--- config.mk ---
export PLATFORM = sky130hd
export DESIGN_NAME = ref_seq_reader
export DESIGN_NICKNAME = d
export VERILOG_FILES = /design/src/rtl/ref_seq_reader.sv
export SDC_FILE = /design/constraint.sdc
export NUM_CORES = 1
export LEC_CHECK = 0
export ABC_AREA = 1
export CAP_MARGIN = 5
export CORE_ASPECT_RATIO = 1.2
export CORE_MARGIN = 5
export CORE_UTILIZATION = 57
export DETAILED_ROUTE_END_ITERATION = 6
export PLACE_DENSITY = 0.82
export SLEW_MARGIN = 15
export SYNTH_ARGS = -nofsm -noshare
export SYNTH_HDL_FRONTEND = slang
export SYNTH_SLANG_ARGS = --single-unit
--- constraint.sdc ---
create_clock -name clk -period 13.96 [get_ports clk]
set_input_delay 1.396 -clock clk [delete_from_list [all_inputs] [get_ports clk]]
set_output_delay 1.396 -clock clk [all_outputs]
set_load 0.02 [all_outputs]
--- src/rtl/ref_seq_reader.sv ---
// ref_seq_reader: DRAM reference reader. Accepts (address, block count)
// requests, issues DRAM word reads under a credit limit, packs returned
// words LSW-first into 2*REF_LENGTH-bit blocks and streams them out through
// a small FIFO with a valid/rdy handshake.
// Optional feature: define REF_SEQ_READER_PERF_EN to add a 32-bit
// saturating counter of output stall cycles (perf_stall_cycles_out).
//
// Handshakes: a block moves when ref_seq_block_valid_out && ref_seq_block_rdy_in;
// a DRAM read is taken when dram_rd_req_out && dram_rd_gnt_in, and req/addr
// hold steady until then; returned words have no backpressure.
module ref_seq_reader #(
    parameter int REF_LENGTH = 128,
    parameter int DRAM_WIDTH = 256,
    parameter int FIFO_DEPTH = 4
) (
    input  logic                    clk,
    input  logic                    rst_n,
    input  logic [24:0]             ref_addr_in,
    input  logic [24:0]             ref_length_in,
    input  logic                    ref_info_valid_in,
    output logic                    ref_info_rdy_out,
    output logic [24:0]             dram_rd_addr_out,
    output logic                    dram_rd_req_out,
    input  logic                    dram_rd_gnt_in,
    input  logic [DRAM_WIDTH-1:0]   dram_rd_data_in,
    input  logic                    dram_rd_data_valid_in,
    output logic [2*REF_LENGTH-1:0] ref_seq_block_out,
    output logic                    ref_seq_block_valid_out,
    input  logic                    ref_seq_block_rdy_in,
    output logic                    ref_seq_block_last_out,
    output logic                    ref_done_out,
    output logic                    overrun_err_out
`ifdef REF_SEQ_READER_PERF_EN
    ,
    output logic [31:0]             perf_stall_cycles_out
`endif
);

    localparam int BW   = 2 * REF_LENGTH;
    localparam int WPB  = BW / DRAM_WIDTH;
    localparam int CMAX = FIFO_DEPTH * WPB;
    localparam int CW   = $clog2(CMAX + 1);
    localparam int AW   = $clog2(FIFO_DEPTH);
    localparam int WCW  = 26 + $clog2(WPB);
    localparam int ACW  = (WPB > 1) ? $clog2(WPB) : 1;

    typedef enum logic [1:0] {S_IDLE, S_FETCH, S_DRAIN} state_t;

    state_t          r_state;
    state_t          w_state_nxt;
    logic [24:0]     r_addr;
    logic [WCW-1:0]  r_words_to_req;
    logic [24:0]     r_blocks_left;
    logic [CW-1:0]   r_inflight;
    logic [BW-1:0]   r_mem [FIFO_DEPTH];
    logic [FIFO_DEPTH-1:0] r_last_mem;
    logic [AW-1:0]   r_wr_ptr;
    logic [AW-1:0]   r_rd_ptr;
    logic [AW:0]     r_count;
    logic            r_overrun;

    logic            w_accept;
    logic            w_grant;
    logic            w_ret;
    logic            w_push;
    logic            w_pop;
    logic            w_fifo_valid;
    logic            w_credit_ok;
    logic [CW-1:0]   w_used;
    logic [ACW-1:0]  w_asm_cnt;
    logic [BW-1:0]   w_push_block;

    assign w_accept     = ref_info_valid_in && (r_state == S_IDLE);
    assign w_grant      = dram_rd_req_out && dram_rd_gnt_in;
    // A return with nothing in flight is stale/spurious and is dropped.
    assign w_ret        = dram_rd_data_valid_in && (r_inflight != '0);
    assign w_fifo_valid = (r_count != '0);
    assign w_pop        = w_fifo_valid && ref_seq_block_rdy_in;
    // Every word is either in flight, in the assembler or in the FIFO, so
    // capping their sum at the FIFO capacity makes overflow impossible.
    assign w_used       = r_inflight + CW'(r_count) * CW'(WPB) + CW'(w_asm_cnt);
    assign w_credit_ok  = (w_used < CW'(CMAX));

    generate
        if (WPB == 1) begin : g_direct
            assign w_asm_cnt    = '0;
            assign w_push       = w_ret;
            assign w_push_block = dram_rd_data_in;
        end else begin : g_asm
            logic [ACW-1:0] r_asm_cnt;
            logic [BW-1:0]  r_asm_data;
            // Collect words LSW first; the final word bypasses the register.
            always_ff @(posedge clk or negedge rst_n) begin
                if (!rst_n) begin
                    r_asm_cnt  <= '0;
                    r_asm_data <= '0;
                end else if (w_ret) begin
                    r_asm_data[r_asm_cnt*DRAM_WIDTH +: DRAM_WIDTH] <= dram_rd_data_in;
                    r_asm_cnt <= (r_asm_cnt == ACW'(WPB - 1)) ? '0 : r_asm_cnt + 1'b1;
                end
            end
            assign w_asm_cnt    = r_asm_cnt;
            assign w_push       = w_ret && (r_asm_cnt == ACW'(WPB - 1));
            assign w_push_block = {dram_rd_data_in, r_asm_data[BW-DRAM_WIDTH-1:0]};
        end
    endgenerate

    // State register.
    always_ff @(posedge clk or negedge rst_n) begin
        if (!rst_n) r_state <= S_IDLE;
        else        r_state <= w_state_nxt;
    end

    // Next state and FSM-decoded outputs.
    always_comb begin
        w_state_nxt      = r_state;
        ref_info_rdy_out = 1'b0;
        dram_rd_req_out  = 1'b0;
        ref_done_out     = 1'b0;
        case (r_state)
            S_IDLE: begin
                ref_info_rdy_out = rst_n;
                if (ref_info_valid_in)
                    w_state_nxt = (ref_length_in == '0) ? S_DRAIN : S_FETCH;
            end
            S_FETCH: begin
                dram_rd_req_out = (r_words_to_req != '0) && w_credit_ok;
                if (w_grant && (r_words_to_req == WCW'(1)))
                    w_state_nxt = S_DRAIN;
            end
            S_DRAIN: begin
                if ((r_inflight == '0) && (w_asm_cnt == '0) &&
                    ((r_count == '0) || ((r_count == (AW+1)'(1)) && w_pop))) begin
                    ref_done_out = 1'b1;
                    w_state_nxt  = S_IDLE;
                end
            end
            default: w_state_nxt = S_IDLE;
        endcase
    end

    // Request bookkeeping, outstanding-read count and the sticky error flag.
    always_ff @(posedge clk or negedge rst_n) begin
        if (!rst_n) begin
            r_addr         <= '0;
            r_words_to_req <= '0;
            r_blocks_left  <= '0;
            r_inflight     <= '0;
            r_overrun      <= 1'b0;
        end else begin
            if (w_accept) begin
                r_addr         <= ref_addr_in;
                r_words_to_req <= WCW'(ref_length_in) * WCW'(WPB);
            end else if (w_grant) begin
                r_addr         <= r_addr + 25'd1;
                r_words_to_req <= r_words_to_req - WCW'(1);
            end
            if (w_accept)    r_blocks_left <= ref_length_in;
            else if (w_push) r_blocks_left <= r_blocks_left - 25'd1;
            r_inflight <= r_inflight + CW'(w_grant) - CW'(w_ret);
            if ((ref_info_valid_in && (r_state != S_IDLE)) ||
                (dram_rd_data_valid_in && (r_inflight == '0)))
                r_overrun <= 1'b1;
        end
    end

    // FIFO pointers, occupancy and per-entry last tag.
    always_ff @(posedge clk or negedge rst_n) begin
        if (!rst_n) begin
            r_wr_ptr   <= '0;
            r_rd_ptr   <= '0;
            r_count    <= '0;
            r_last_mem <= '0;
        end else begin
            if (w_push) begin
                r_last_mem[r_wr_ptr] <= (r_blocks_left == 25'd1);
                r_wr_ptr <= r_wr_ptr + 1'b1;
            end
            if (w_pop) r_rd_ptr <= r_rd_ptr + 1'b1;
            r_count <= r_count + (AW+1)'(w_push) - (AW+1)'(w_pop);
        end
    end

    // FIFO storage; read side is gated by valid so it never shows stale data.
    always_ff @(posedge clk) begin
        if (w_push) r_mem[r_wr_ptr] <= w_push_block;
    end

    assign dram_rd_addr_out        = r_addr;
    assign ref_seq_block_valid_out = w_fifo_valid;
    assign ref_seq_block_out       = w_fifo_valid ? r_mem[r_rd_ptr] : '0;
    assign ref_seq_block_last_out  = w_fifo_valid && r_last_mem[r_rd_ptr];
    assign overrun_err_out         = r_overrun;

`ifdef REF_SEQ_READER_PERF_EN
    logic [31:0] r_perf;
    // Saturating count of cycles a block waits on the engine.
    always_ff @(posedge clk or negedge rst_n) begin
        if (!rst_n)
            r_perf <= '0;
        else if (w_accept)
            r_perf <= '0;
        else if (w_fifo_valid && !ref_seq_block_rdy_in && (r_perf != 32'hFFFF_FFFF))
            r_perf <= r_perf + 32'd1;
    end
    assign perf_stall_cycles_out = r_perf;
`endif

endmodule

Word level (Yosys, flattened, before mapping)
Memory sizes are Yosys's and may differ from the RTL's.
Index checks and enable logic that the tools add are counted.
Widths: inputs -> output; s select.
{"block": "word_totals", "regBits": 93, "ramBits": 1024, "output_inout_bits": 287, "wordCells": 81, "n_memories": 1}
{"memory": "r_mem", "words": 4, "word_bits": 256, "read_ports": 1, "rd_ports_with_merged_regs": 0, "write_ports": 1, "line_no": "55", "rtl": "logic [BW-1:0] r_mem [FIFO_DEPTH];"}
{"block": "classes", "addsub": 10, "n_lt_le_gt_ge": 4, "n_eq_ne": 8, "muxes": 23, "n_reduce_logical": 25}
{"cell": "$mux 256", "n": 1}
{"cell": "$mux 25", "n": 4}
{"cell": "$mux 26", "n": 2}
{"cell": "$eq 26x1->1 const B", "n": 1}
{"cell": "$reduce_bool 26->1", "n": 1}
{"cell": "$sub 26x1->26 const B", "n": 1}
{"cell": "$add 25x1->25 const B", "n": 1}
{"cell": "$eq 25x1->1 const B", "n": 1}
{"cell": "$logic_not 25->1", "n": 1}
{"cell": "$sub 25x1->25 const B", "n": 1}
{"cell": "$logic_and 1x1->1", "n": 12}
{"cell": "$mux 1", "n": 8}
{"cell": "$mux 2", "n": 4}
{"cell": "$add 3x1->3", "n": 2}
{"cell": "$logic_not 3->1", "n": 2}
{"cell": "$lt 2x3->1 const B", "n": 2}
{"cell": "$ne 2x2->1 const B", "n": 3}
{"cell": "$pmux 2 s3", "n": 1}
{"cell": "$reduce_bool 2->1", "n": 3}
{"cell": "$reduce_bool 3->1", "n": 2}
{"cell": "$sub 3x1->3", "n": 2}
{"cell": "$add 2x1->2 const B", "n": 2}
{"cell": "$bwmux 4", "n": 1}
{"cell": "$add 3x3->3", "n": 1}
{"cell": "other kinds (10)", "n": 11}

Longest topological paths before layout
Gate-level depths: netlist of run 1.
{"block": "depth", "depth_word": 8, "depth_mapped": 13}

Least setup slack after synthesis of run 1
OpenSTA, ideal clock, no wires.
{"block": "synth_path", "path_kind": "input to register", "startpoint": "in dram_rd_data_valid_in", "endpoint": "mem r_mem[0][0] (netlist bit), enable pin", "arrival_time_ns": 6.705, "slack_ns": 6.648, "stages": 4, "path_cell_list": "nand2_1 > inv_2 > nand2_1 > inv_1"}
{"block": "synth_via", "elab_chain_len": 3}
{"element": "start, declared", "line_no": "26", "rtl": "input logic dram_rd_data_valid_in,"}
{"element": "$logic_and 1x1->1", "line_no": "76", "rtl": "assign w_ret = dram_rd_data_valid_in && (r_inflight != '0);"}
{"element": "via w_push", "line_no": "65", "rtl": "logic w_push;"}
{"element": "$mux 1", "line_no": "186", "rtl": "if (w_push) r_mem[r_wr_ptr] <= w_push_block;"}
{"element": "$mux 1 (implied by the code)", "line_no": "186"}
{"element": "end, declared", "line_no": "55"}
The timed path passes the listed nets, and every way through them passes these cells.

Worst setup path in the final report of run 1
{"block": "layout_path", "startpoint": "reg r_rd_ptr[0]", "endpoint": "out ref_seq_block_out[65]"}
{"block": "layout_via", "elab_chain_len": 2}
{"element": "start, declared", "line_no": "58", "rtl": "logic [AW-1:0] r_rd_ptr;"}
{"element": "start signal, assigned", "line_no": "179", "rtl": "if (w_pop) r_rd_ptr <= r_rd_ptr + 1'b1;"}
{"element": "$mem_v2 4x256"}
{"element": "$mux 256", "line_no": "191", "rtl": "assign ref_seq_block_out = w_fifo_valid ? r_mem[r_rd_ptr] : '0;"}
{"element": "end, declared", "line_no": "27", "rtl": "output logic [2*REF_LENGTH-1:0] ref_seq_block_out,"}
No other way between the ends.

==> results.md, run 1 <==
* Power share of the combinational group at 0.441
* Sequential power share at 0.349
* Fraction of the yosys area taken by sequential cells at 0.725
* Global-route wire length before repair at 182000 um
* Mapped Cells at 3943
* CTS tree: yes
* Die area at 85900 um2
* Final hold violation count at 0
* Postcts setup bufs at 0
* Share of Yosys cell area claimed by the top area cell type at 0.674
* Avg WL per Cell at 21.9 um
* Initial antenna violation count at 44
* Pint at 8.22 mW
* Slew Viols, Final at 0
* Reg clk slew, reported paths at 0.06 ns
* Mapped cell area at 45700 um2
* NetSw at 5.41 mW
* Worst skew pair latency at 0.66 ns
* IO Pins at 599
* CTS H-tree lvls at 3
* Largest net degree at the start of global routing at 208
* Synth area leaders: edfxtp_1 67%, nor2_1 9.5%, o21ai_0 6.1%
* Clk pwr share at 0.210
* Initial core utilization at 0.576
* CTS sink cnt at 1117
* Power Dens Cells at 244 nW/um2
* Via count at 32500
* Rel. slew slack at 0.261
* Fraction of registers with async set/reset at 0.0833
* TritonCTS buffer count at 104
* Setup TNS Final at 0 ns
* Commonest register cell after synthesis: edfxtp_1
* EDFF count, synth at 1024
* Chip width at 268 um
* Status: finished with violations
* # resized after CTS at 0
* Total Routing Usage GR at 0.274
* Synth-to-Final Area Change at 22.4%
* Number of global-route vias before repair at 32000
* Final HPWL DP at 72500 um
* Final ANT Viol Nets at 0
* Core area at 79300 um2
* Fill count at 5200
* Crit share post-route at 0.457
* Final GP Congestion at 0.884
* Iter 0 DRT Violations at 3068
* Vias per cell at 5.78
* Critical Path RT at 12.56 ns
* Setup Skew at 0.0190 ns
* Type of origin of the critical path: flop
* IO Port Bufs at 598
* Syn_area_per_cell at 11.6 um2
* Final nets at 4783
* Area of the multi-input gates at 11300 um2
* CP max FO at 207
* Crit end category: output port
* DRC viols at 1
* Maxcap violations at 0
* Final setup fails at 0
* Share of cells above drive strength 1 at 0.0511
* Worst Hold Class: flop to flop
* Drt first pass iters at 7
* Leakage at 19.4 nW
* Fmax achieved at 0.157 GHz
* # rows at 113
* CP arrival at 4.98 ns
* Fin util at 0.704
* Synth Register Bits at 1117
* Pin slew with the least headroom to its limit at 1.11 ns
* Min cycle time layout at 6.38 ns
* Peak supply drop at 0.000213 V
* Synth cell types at 41
* Overall power at 13.6 mW
* Sw frac at 0.397
* Top cell type by total area after synthesis: edfxtp_1
* RSZ-0062 raised after global routing: false
* CP Class: flop to output port
* Sequential Area at 33100 um2
* Syn_nets at 4272
* Failing checks: design-rule violations
* Syn. warnings at 0
* Clock buffer depth at 3
* Clk root buf: clkbuf_16
* Die Ht at 320 um
* Most common cell after layout, fill and taps aside: nor2_1
* # hold bufs at CTS at 0
* Total grt overflow at 0
* Routed WL at 123000 um
* Worst hold slack at 0.484 ns
* Most frequent cells in the layout: 1157 x nor2_1, 1024 x edfxtp_1, 597 x clkdlybuf4s50_1
layout make-up:
| type | instances | area share |
|---|---|---|
| Sequential cell | 1117 | 0.592 |
| Multi-Input combinational cell | 2515 | 0.202 |
| Tap cell | 1035 | 0.0232 |
| Clock buffer | 130 | 0.0507 |
| Timing Repair Buffer | 628 | 0.112 |
| Clock inverter | 66 | 0.0115 |
| Antenna cell | 40 | 0.00179 |
| Inverter | 88 | 0.00672 |
layer usage:
layer | vias to the layer above | wire [um] | global-route usage
li1 | 14800 | - | -
met1 | 15700 | 43300 | 0.329
met2 | 1634 | 61600 | 0.458
met3 | 314 | 10900 | 0.0621
met4 | 8 | 7320 | 0.158
met5 | - | 61 | 0
power by group through the flow:
stage	Sequential, mW	Clock [mW]	Combinational, mW
after detailed placement	4.80	0	5.92
after global routing	4.80	3.04	6.46
after floorplan	4.87	0	3.43
final	4.75	2.87	6.01
after CTS	4.74	2.89	6.01
after global placement	4.77	0	5.81
synthesized netlist by cell type, types with 4 or more instances:
cell type / n
nor2_2: 5
inv_1: 84
nor3_1: 10
buf_6: 4
or2_2: 4
edfxtp_1: 1024
o221ai_1: 5
dfrtp_1: 93
nand2_1: 312
nand3_1: 74
o21ai_0: 553
xor2_1: 32
o21ai_2: 10
o211ai_1: 13
nor2_1: 1158
nand4_1: 10
nand3b_1: 5
xnor2_1: 16
clkbuf_1: 125
buf_2: 60
a21oi_1: 261
ha_1: 15
buf_1: 31
nand2_2: 6
registers in the layout (all words and copies together), names as in the netlist, 3 cells and up:
register,flops
dram_rd_addr_out,25
r_blocks_left,25
r_count,3
r_inflight,3
r_last_mem,4
r_mem,1024
r_words_to_req,26
metrics by stage:
| step | area, um2 | setup slack, ns | std cells |
|---|---|---|---|
| finish | 55900 | 7.58 | 5619 |
| detailed placement | 52300 | 8.47 | 5383 |
| floorplan | 45700 | 6.65 | 3943 |
| global placement | 52300 | 8.58 | 5383 |
| CTS | 55800 | 7.70 | 5579 |
| global route | 55900 | 7.39 | 5616 |
worst max-delay path, stage by stage (launching register included):
cell             delay, ns
dfrtp_4               0.97
buf_12                0.65
buf_4                 0.92
nor2_1                0.15
nor2_1                0.17
o21ai_0               0.16
a21oi_1               0.21
clkdlybuf4s50_1       0.73
path summary, 6_finish.rpt:
check / startpoint / endpoint / slack [ns] / depth (start not counted)
worst max-delay path: r_rd_ptr[0] / ref_seq_block_out[65] / 7.58 / 7
worst min-delay path: overrun_err_out / overrun_err_out / 0.48 / 2
worst max register to register: r_inflight[2] / r_mem[2][88] / 9.97 / 8
worst min register to register: overrun_err_out / overrun_err_out / 0.48 / 2
max in group asynchronous: rst_n / r_rd_ptr[1] / 11.95 / 2
min in group asynchronous: rst_n / dram_rd_addr_out[22] / 0.66 / 1
logic make-up after synthesis:
logic type	Yosys count	synth area share
AND/OR/NAND/NOR	1597	0.137
flip-flops	1117	0.725
AO/OA/AOI/OAI	853	0.0960
buffers and inverters	311	0.0281
XOR/XNOR	48	0.00921
adder cells (fa/ha/maj)	17	0.00499
Power figures use the tool's default switching activity.
==> inputs of run 2 (changes only) <==
--- a/config.mk
+++ b/config.mk
@@ -9,9 +9,9 @@
 export CAP_MARGIN = 5
 export CORE_ASPECT_RATIO = 1.2
 export CORE_MARGIN = 5
-export CORE_UTILIZATION = 57
+export CORE_UTILIZATION = 55
 export DETAILED_ROUTE_END_ITERATION = 6
-export PLACE_DENSITY = 0.82
+export PLACE_DENSITY = 0.8
 export SLEW_MARGIN = 15
 export SYNTH_ARGS = -nofsm -noshare
 export SYNTH_HDL_FRONTEND = slang
==> constraint.sdc (replaced) <==
create_clock -name clk -period 5.97 [get_ports clk]
set_input_delay 0.597 -clock clk [delete_from_list [all_inputs] [get_ports clk]]
set_output_delay 0.597 -clock clk [all_outputs]
set_load 0.02 [all_outputs]
==> results.md, run 2 (synthesis gave the netlist of run 1 again) <==
* RSZ-0062 raised after global routing: false
* Most common cell after layout, fill and taps aside: nor2_1
* DRC viols at 0 (-1)
* Final instance area at 56300 um2 (+0.67%)
* Final nets at 4790 (+0.15%)
* Reg2reg path depth at 13 (+5)
* Postcts setup bufs at 0 (unchanged)
* Reg clk slew, reported paths at 0.07 ns (about the same)
* Routed WL at 121000 um (-1.8%)
* Global-route wire length before repair at 181000 um (-0.94%)
* Clock buffer depth at 3 (unchanged)
* Number of global-route vias before repair at 31200 (-2.6%)
* Reg-to-reg slack, setup at 2.90 ns (-7.07 ns)
* Critical Path RT at 5.37 ns (-7.19 ns)
* Fin util at 0.685 (-0.0198)
* Initial core utilization at 0.556 (-0.0199)
* Share of cells above drive strength 1 at 0.0508 (-0.000254)
* Final GP Congestion at 0.910 (+2.9%)
* Chip width at 273 um (+1.7%)
* Total Routing Usage GR at 0.261 (-0.0134)
* Fill count at 5558 (+6.9%)
* Max reg flops at 1024 (unchanged)
* Crit end category: output port
* Power Dens Cells at 571 nW/um2 (+130%)
* # hold bufs at CTS at 1 (+1)
* Worst skew pair latency at 0.66 ns (about the same)
* IO Port Bufs at 598 (unchanged)
* Top Registers: r_mem (1024), r_words_to_req (26)
* Die Ht at 326 um (+1.7%)
* IO Pins at 599 (unchanged)
* Final hold violation count at 0 (unchanged)
* Core area at 82200 um2 (+3.6%)
* RR Startpoint: r_count[1]
* Most frequent cells in the layout: 1157 x nor2_1, 1024 x edfxtp_1, 597 x clkdlybuf4s50_1
* Final ANT Viol Nets at 0 (unchanged)
* Min cycle time layout at 4.59 ns
* CTS sink cnt at 1117 (unchanged)
* Via count at 32200 (-0.91%)
* Status: finished clean
* Worst Hold Class: input pin to asynchronous set/reset pin
* CP max FO at 232 (+12%)
* Rel. slew slack at 0.188 (-0.0724)
* Total grt overflow at 0 (unchanged)
* Final setup fails at 0 (unchanged)
* Synth-to-Final Area Change at 23.2%
* Post-DP Area at 52600 um2 (+0.61%)
* Clk root buf: clkbuf_16
* Drt first pass iters at 6 (-1)
* Maxcap violations at 0 (unchanged)
* CP arrival at 3.99 ns (-0.99 ns)
* # rows at 115 (+1.8%)
* Crit share post-route at 0.768
* Vias per cell at 5.67 (-2.0%)
* Largest net degree at the start of global routing at 233 (+12%)
* Die area at 88900 um2 (+3.5%)
* Fmax achieved at 0.218 GHz
* Final HPWL DP at 72100 um (-0.52%)
* Type of origin of the critical path: flop
* Iter 0 DRT Violations at 3285 (+7.1%)
* Peak supply drop at 0.000613 V (+190%)
* CTS tree: yes
* Setup TNS Final at 0 ns (unchanged)
* TritonCTS buffer count at 105 (+0.96%)
* CTS H-tree lvls at 3 (unchanged)
* Initial antenna violation count at 31 (-30%)
* Pin slew with the least headroom to its limit at 1.22 ns (+0.109 ns)
* Leakage at 19.4 nW (+0.47%)
* # resized after CTS at 0 (unchanged)
* Slew Viols, Final at 0 (unchanged)
* CP Class: flop to output port
* Most flop-heavy register: r_mem
* Worst r2r dst: r_count[2]
* Avg WL per Cell at 21.3 um (-2.9%)
* Setup Skew at 0.0168 ns (-0.00219 ns)
==> run 2: cell count changes in the layout (fill, tap and decap cells not counted), sizes merged <==
cell,change
clkinv,-7
dlygate4sd3,+1
diode,-16
inv,-2
clkbuf,-3
buf,+5
bufinv,+7
clkinvlp,+2
==> run 2: cell type report <==
cell class	instances	area, um2	area share
Sequential cell	1117	33100	0.588
Antenna cell	24	60.1	0.00107
Clock buffer	127	2740	0.0487
Clock inverter	66	825	0.0147
Multi-Input combinational cell	2515	11300	0.201
Tap cell	1111	1390	0.0247
Inverter	88	360	0.00641
Timing Repair Buffer	634	6490	0.115
==> run 2: worst max-delay path: stages, from the launching register on <==
cell and delay (ns):
dfrtp_4 0.94, buf_12 0.69, nor2_1 0.11, nor2_1 0.12
o21ai_0 0.11, a21oi_1 0.39, clkdlybuf4s50_1 0.69
==> run 2: worst max path at each step <==
| stage | endpoint | startpoint | slack, ns |
|---|---|---|---|
| 2_1_floorplan | r_mem[0][0] | r_inflight[1] | 0.73 |
| 4_1_cts | ref_seq_block_out[2] | r_rd_ptr[0] | 1.37 |
| 6_report | ref_seq_block_out[2] | r_rd_ptr[0] | 1.38 |
| 3_3_place_gp | ref_seq_block_out[2] | r_rd_ptr[0] | 2.12 |
| 3_5_place_dp | ref_seq_block_out[2] | r_rd_ptr[0] | 2.10 |
| 5_1_grt | ref_seq_block_out[2] | r_rd_ptr[0] | 1.20 |
==> run 2: stage by stage <==
| step | worst slack, ns | hold slack (ns) | power [mW] | std cells |
|---|---|---|---|---|
| 2_1_floorplan | 0.733 | 0.301 | 19.3 | 3943 |
| 3_3_place_gp | 2.12 | 0.464 | 25.0 | 5464 |
| 3_5_place_dp | 2.10 | 0.472 | 25.3 | 5464 |
| 4_1_cts | 1.37 | 0.348 | 32.2 | 5658 |
| 5_1_grt | 1.20 | 0.413 | 33.7 | 5677 |
| 6_report | 1.38 | 0.400 | 32.1 | 5682 |
==> run 2: report_power, final <==
| group | total (mW) | switching [mW] | leakage (nW) | internal [mW] |
|---|---|---|---|---|
| Sequential | 11.1 | 0.700 | 10.5 | 10.4 |
| Clock | 6.89 | 2.80 | 1.74 | 4.09 |
| Combinational | 14.2 | 9.08 | 7.16 | 5.07 |
==> run 2: layer usage <==
metal | vias up | global-route usage | routed length (um)
met5 | - | 0 | 66
met4 | 12 | 0.131 | 6090
met3 | 289 | 0.0618 | 10700
met2 | 1436 | 0.439 | 60800
met1 | 15600 | 0.317 | 43300
li1 | 14800 | - | -
